`config.mk`:
```
export PLATFORM = sky130hd
export DESIGN_NAME = regfile_sb
export DESIGN_NICKNAME = d
export VERILOG_FILES = /design/src/rtl/regfile_sb_pkg.sv /design/src/rtl/regfile_scoreboard.sv /design/src/rtl/regfile_sb.sv
export SDC_FILE = /design/constraint.sdc
export NUM_CORES = 2
export LEC_CHECK = 0
export BUFFER_PORTS_ARGS = -buffer_cell sky130_fd_sc_hd__buf_2
export CORE_MARGIN = 2
export CORE_UTILIZATION = 62
export DETAILED_ROUTE_END_ITERATION = 12
export PLACE_DENSITY_LB_ADDON = 0.1
export SYNTH_ARGS = -nofsm -noshare
export SYNTH_HDL_FRONTEND = slang
export SYNTH_SLANG_ARGS = --single-unit
```
`constraint.sdc`:
```
create_clock -name clk -period 6.37 [get_ports clk]
set_input_delay 0.3185 -clock clk [delete_from_list [all_inputs] [get_ports clk]]
set_output_delay 0.3185 -clock clk [all_outputs]
set_load 0.02 [all_outputs]
```
`src/rtl/regfile_sb_pkg.sv`:
```
// Shared definitions for the issue-stage register file and its scoreboard.
// Register counts for the two base ISAs and the reservation outcome type.
package regfile_sb_pkg;

    localparam int NREGS_RV32I = 32;
    localparam int NREGS_RV32E = 16;

    // Outcome of a reservation request in the current cycle
    typedef enum logic [1:0] {
        RSV_IDLE,
        RSV_ACCEPT,
        RSV_STALL,
        RSV_DROP
    } rsv_status_e;

endpackage

```
`src/rtl/regfile_scoreboard.sv`:
```
// Pending-write scoreboard: one saturating outstanding-write counter per
// register, reservation accept/stall, flush, and per-read-port clean flags.
// REGFILE_BYPASS_EN: a register whose last pending write lands this cycle
// is reported clean in the same cycle.
module regfile_scoreboard
    import regfile_sb_pkg::*;
#(
    parameter int NREGS  = NREGS_RV32I,
    parameter int AW     = $clog2(NREGS),
    parameter int NREAD  = 2,
    parameter int NWRITE = 2,
    parameter int CNT_W  = 2
) (
    input  logic                 clk,
    input  logic                 reset_n,
    input  logic [NREAD*AW-1:0]  rs_idx,
    input  logic [AW-1:0]        rd,
    input  logic                 reserve,
    input  logic [NWRITE*AW-1:0] wreg,
    input  logic [NWRITE-1:0]    wen,
    input  logic                 flush,
    output logic                 reserve_ready,
    output logic [NREAD-1:0]     rs_clean
);

    localparam int WC = $clog2(NWRITE + 1);
    localparam int SW = CNT_W + WC + 1;
    localparam logic [CNT_W-1:0] CNT_MAX = '1;

    logic [CNT_W-1:0] cnt      [NREGS];
    logic [CNT_W-1:0] cnt_next [NREGS];
    logic [WC-1:0]    wcount   [NREGS];
    logic [SW-1:0]    post_rd;
    rsv_status_e      rsv_status;

    // Count the enabled write ports landing on each register (x0 never counts)
    always_comb begin
        for (int r = 0; r < NREGS; r++) begin
            wcount[r] = '0;
            for (int p = 0; p < NWRITE; p++) begin
                if (wen[p] && wreg[p*AW +: AW] == AW'(r) && r != 0) begin
                    wcount[r] = wcount[r] + WC'(1);
                end
            end
        end
    end

    // Decide the reservation: stall only if rd stays full after this cycle's drains
    always_comb begin
        post_rd    = '0;
        rsv_status = RSV_IDLE;
        if (SW'(cnt[rd]) > SW'(wcount[rd])) begin
            post_rd = SW'(cnt[rd]) - SW'(wcount[rd]);
        end
        if (reserve) begin
            if (rd != '0 && post_rd >= SW'(CNT_MAX)) begin
                rsv_status = RSV_STALL;
            end else if (flush || rd == '0) begin
                rsv_status = RSV_DROP;
            end else begin
                rsv_status = RSV_ACCEPT;
            end
        end
        reserve_ready = (rsv_status != RSV_STALL);
    end

    // Next counter value: add the accepted reservation, subtract writes, floor at zero
    always_comb begin
        logic [SW-1:0] sum;
        sum = '0;
        for (int r = 0; r < NREGS; r++) begin
            cnt_next[r] = '0;
            if (!flush && r != 0) begin
                sum = SW'(cnt[r]);
                if (rsv_status == RSV_ACCEPT && rd == AW'(r)) begin
                    sum = sum + SW'(1);
                end
                if (sum > SW'(wcount[r])) begin
                    cnt_next[r] = CNT_W'(sum - SW'(wcount[r]));
                end
            end
        end
    end

    // Counter state register
    always_ff @(posedge clk) begin
        for (int r = 0; r < NREGS; r++) begin
            if (!reset_n) begin
                cnt[r] <= '0;
            end else begin
                cnt[r] <= cnt_next[r];
            end
        end
    end

    // Per-read-port clean flag
    always_comb begin
        logic [AW-1:0] idx;
        idx = '0;
        for (int p = 0; p < NREAD; p++) begin
            idx = rs_idx[p*AW +: AW];
`ifdef REGFILE_BYPASS_EN
            rs_clean[p] = (idx == '0) || (SW'(cnt[idx]) <= SW'(wcount[idx]));
`else
            rs_clean[p] = (idx == '0) || (cnt[idx] == '0);
`endif
        end
    end

endmodule

```
`src/rtl/regfile_sb.sv`:
```
// Integer register file with pending-write scoreboard for the issue stage.
// NREAD combinational read ports, NWRITE synchronous write ports; the
// highest-index write port wins on a same-register collision.
// REGFILE_BYPASS_EN: forward same-cycle write data to the read ports.
module regfile_sb
    import regfile_sb_pkg::*;
#(
    parameter int XLEN   = 32,
    parameter int NREGS  = NREGS_RV32I,
    parameter int AW     = $clog2(NREGS),
    parameter int NREAD  = 2,
    parameter int NWRITE = 2,
    parameter int CNT_W  = 2
) (
    input  logic                   clk,
    input  logic                   reset_n,
    input  logic [NREAD*AW-1:0]    rs_idx,
    output logic [NREAD-1:0]       rs_valid,
    output logic [NREAD*XLEN-1:0]  rs_data,
    input  logic [AW-1:0]          rd,
    input  logic                   reserve,
    output logic                   reserve_ready,
    input  logic [NWRITE*AW-1:0]   wreg,
    input  logic [NWRITE*XLEN-1:0] wdata,
    input  logic [NWRITE-1:0]      wen,
    input  logic                   flush
);

    logic [XLEN-1:0] regs [NREGS];
    logic [NREAD-1:0] rs_clean;

    regfile_scoreboard #(
        .NREGS  (NREGS),
        .AW     (AW),
        .NREAD  (NREAD),
        .NWRITE (NWRITE),
        .CNT_W  (CNT_W)
    ) u_scoreboard (
        .clk           (clk),
        .reset_n       (reset_n),
        .rs_idx        (rs_idx),
        .rd            (rd),
        .reserve       (reserve),
        .wreg          (wreg),
        .wen           (wen),
        .flush         (flush),
        .reserve_ready (reserve_ready),
        .rs_clean      (rs_clean)
    );

    // Data array update; later ports overwrite earlier ones, x0 is never written
    always_ff @(posedge clk) begin
        if (!reset_n) begin
            for (int r = 0; r < NREGS; r++) begin
                regs[r] <= '0;
            end
        end else begin
            for (int p = 0; p < NWRITE; p++) begin
                if (wen[p] && wreg[p*AW +: AW] != '0) begin
                    regs[wreg[p*AW +: AW]] <= wdata[p*XLEN +: XLEN];
                end
            end
        end
    end

    // Read muxes: array contents, optionally overridden by same-cycle write data
    always_comb begin
        logic [AW-1:0] idx;
        idx      = '0;
        rs_data  = '0;
        rs_valid = rs_clean;
        for (int p = 0; p < NREAD; p++) begin
            idx = rs_idx[p*AW +: AW];
            rs_data[p*XLEN +: XLEN] = regs[idx];
`ifdef REGFILE_BYPASS_EN
            for (int q = 0; q < NWRITE; q++) begin
                if (wen[q] && wreg[q*AW +: AW] == idx) begin
                    rs_data[p*XLEN +: XLEN] = wdata[q*XLEN +: XLEN];
                end
            end
`endif
            if (idx == '0) begin
                rs_data[p*XLEN +: XLEN] = '0;
            end
        end
    end

endmodule
```
==> results_dict.tcl <==
set metrics [dict create \
    status "completed" \
    wl_per_cell_um 35.9 \
    ys_ff_latch 1085 \
    cts_tree "done" \
    p_int_mw 12.7 \
    die_area_mm2 0.112 \
    synth_area_leaders "edfxtp_1, mux4_2, nand2_1, a22o_1, o21ai_0" \
    ys_warn_count 0 \
    p_per_area_mw_per_mm2 240 \
    hold_buffers 0 \
    num_vias 54200 \
    utilization_pct 67.0 \
    final_cell_mix "nand2_1, edfxtp_1, mux4_2" \
    die_x_um 334 \
    grt_pass1_vias 51700 \
    grt_pass1_wl_um 357000 \
    clk_latency_ns 0.75 \
    finalMaxSlewViolations 0 \
    min_period_over_period_pct 78.8 \
    yosysTopAreaCell "edfxtp_1" \
    routed_via_density 7.68 \
    nets 5749 \
    yosys.area.top_type_share_pct 45.4 \
    peakVddDrop_mv 0.244 \
    wirelength_um 253000 \
    cts_buffers 117 \
    drt_iter0_drc 9658 \
    rsz0062_at_grt "false" \
    firstDrtPassIters 10 \
    drc 0 \
    max-clock-path-buffers 3 \
    rows 121 \
    fillers 7966 \
    fin_crit_ns 5.02 \
    area_growth_pct 7.52 \
    syn_inst 5754 \
    postCtsSetupBuffers 0 \
    ios 162 \
    critPathCaptureType "flip-flop" \
    combPwrFrac_pct 14.1 \
    p_leak_nw 24.4 \
    synth_cell_type_count 70 \
    antenna_left 0 \
    p_clk_share_pct 37.7 \
    cts.sinks 1085 \
    critical_path_required_ns 7.01 \
    start_kind "input pin" \
    crit_type "in -> reg" \
    core_area_mm2 0.109 \
    place_area_mm2 0.0692 \
    crit_fanout 9 \
    setup_tns_ns 0 \
    hold_class "in -> reg" \
    maxCapViolations 0 \
    start_util_pct 62.4 \
    arrival_ns 5.66 \
    port_buffers 161 \
    antenna_found_initial 17 \
    slowest_delay_ns 0.72 \
    power.share.sequential_pct 48.2 \
    stdcell_area_mm2 0.0728 \
    max_freq_mhz 199 \
    syn_area_mm2 0.0677 \
    clkTransAtPathRegs_ns 0.07 \
    holdWs_ns 0.130 \
    grt_start_max_net_pins 137 \
    cts_resized 0 \
    async_flop_share_pct 0 \
    syn_area_per_cell_um2 11.8 \
    hpwl_um 142000 \
    gp_congestion 0.948 \
    drive_gt1_share_pct 20.3 \
    worst_pin_slew_ns 1.39 \
    power.switching_mw 4.72 \
    seq_area_frac_synth_pct 47.2 \
    cts_root_buf "clkbuf_16" \
    relSlewSlack_pct 7.03 \
    worstPathCellList "buf_2, or3b_1, nor2_1, ha_1, mux4_2, a22oi_1, nand2_1, a21o_1, ha_1, fa_1, or3_1, nand3b_2, nor2_1, nand2_1, mux2_2, ha_1, o21ai_0, a31oi_1, nor4_1" \
    global_route.overflow_total 0 \
    timing.final.hold_violations 0 \
    htree_num_levels 3 \
    grt_util_all_layers_pct 44.7 \
    synth_edf_count 1023 \
    slowest_stage "or3b_1" \
    skew_ns 0.0211 \
    synth_ff_type "edfxtp_1" \
    setup_viol 0 \
    cpMostUsedCell "ha_1" \
    die_h_um 334 \
    final_common_cell "nand2_1" \
    swShare_pct 27.1 \
]
==> path summary, 6_finish.rpt <==
kind | from | end | slack [ns] | depth (start not counted)
min reg2reg | u_scoreboard.cnt[17][1] | u_scoreboard.cnt[17][0] | 0.72 | 3
max | wreg[7] | u_scoreboard.cnt[15][1] | 1.35 | 19
max reg2reg | u_scoreboard.cnt[10][0] | u_scoreboard.cnt[15][1] | 1.90 | 16
min | flush | u_scoreboard.cnt[6][1] | 0.13 | 4
==> cells in the mapped netlist (57+ instances only) <==
cell type  count
a22o_1       480
clkbuf_1     494
a21oi_1       57
nor2_1       176
mux2i_1      198
o21ai_0      520
ha_1         125
nor3_1        67
mux4_2       539
dfxtp_1       62
nand2_1     1253
edfxtp_1    1023
buf_2        118
==> power by group through the flow <==
stage	Clock [mW]	Sequential [mW]	Combinational, mW
after global placement	0	8.51	2.35
after CTS	6.54	8.40	2.37
after detailed placement	0	8.54	2.37
final	6.58	8.41	2.46
after global routing	6.81	8.44	2.51
after floorplan	0	8.47	1.60
==> layer usage <==
metal	GRT usage, %	part of all wire, %	up-vias
met3	16.3	17	1129
met5	1.52	0.16	-
met4	25.5	6.8	20
li1	-	-	21600
met2	64.8	43	5216
met1	58.4	33	26200
==> state kept, by name, summed over array words and instances (netlist names) <==
register,count
regs,1023
u_scoreboard.cnt,62
==> layout make-up <==
type / instances / area (um^2) / share of cell area [%]
Tap cell: 1414 / 1770 / 2.43
Clock inverter: 66 / 485 / 0.667
Multi-Input combinational cell: 3967 / 33200 / 45.6
Timing Repair Buffer: 313 / 2100 / 2.88
Antenna cell: 13 / 32.5 / 0.0447
Inverter: 44 / 170 / 0.234
Clock buffer: 150 / 3070 / 4.22
Sequential cell: 1085 / 32000 / 43.9
==> stage by stage <==
step                      setup slack (ns)  std cells  power, mW
after floorplan                       1.16       5784       10.1
after global placement               0.806       6823       10.9
after detailed placement             0.680       6823       10.9
after CTS                             1.40       7039       17.3
after global routing                  1.07       7043       17.8
final                                 1.35       7052       17.4
==> critical path: cells and delay by family <==
| family | cells | cell delay [ns] |
|---|---|---|
| simple gates | 8 | 2.40 |
| fa+ha+maj | 4 | 1.40 |
| mux | 2 | 0.80 |
| compound gates | 4 | 0.59 |
| buf+inv | 1 | 0.14 |
==> kinds of logic after synthesis <==
| kind of cell | count (synthesis) | share of synthesized area [%] |
|---|---|---|
| AOI/OAI and AO/OA | 1318 | 13.5 |
| xor gates and xnor gates | 53 | 0.686 |
| adders and majority gates | 126 | 2.34 |
| buffers and inverters | 732 | 4.54 |
| DFF | 1085 | 47.2 |
| muxes | 775 | 21.5 |
| other | 1 | 0.00554 |
| and+or+nand+nor | 1664 | 10.2 |
Power figures use the tool's default switching activity.
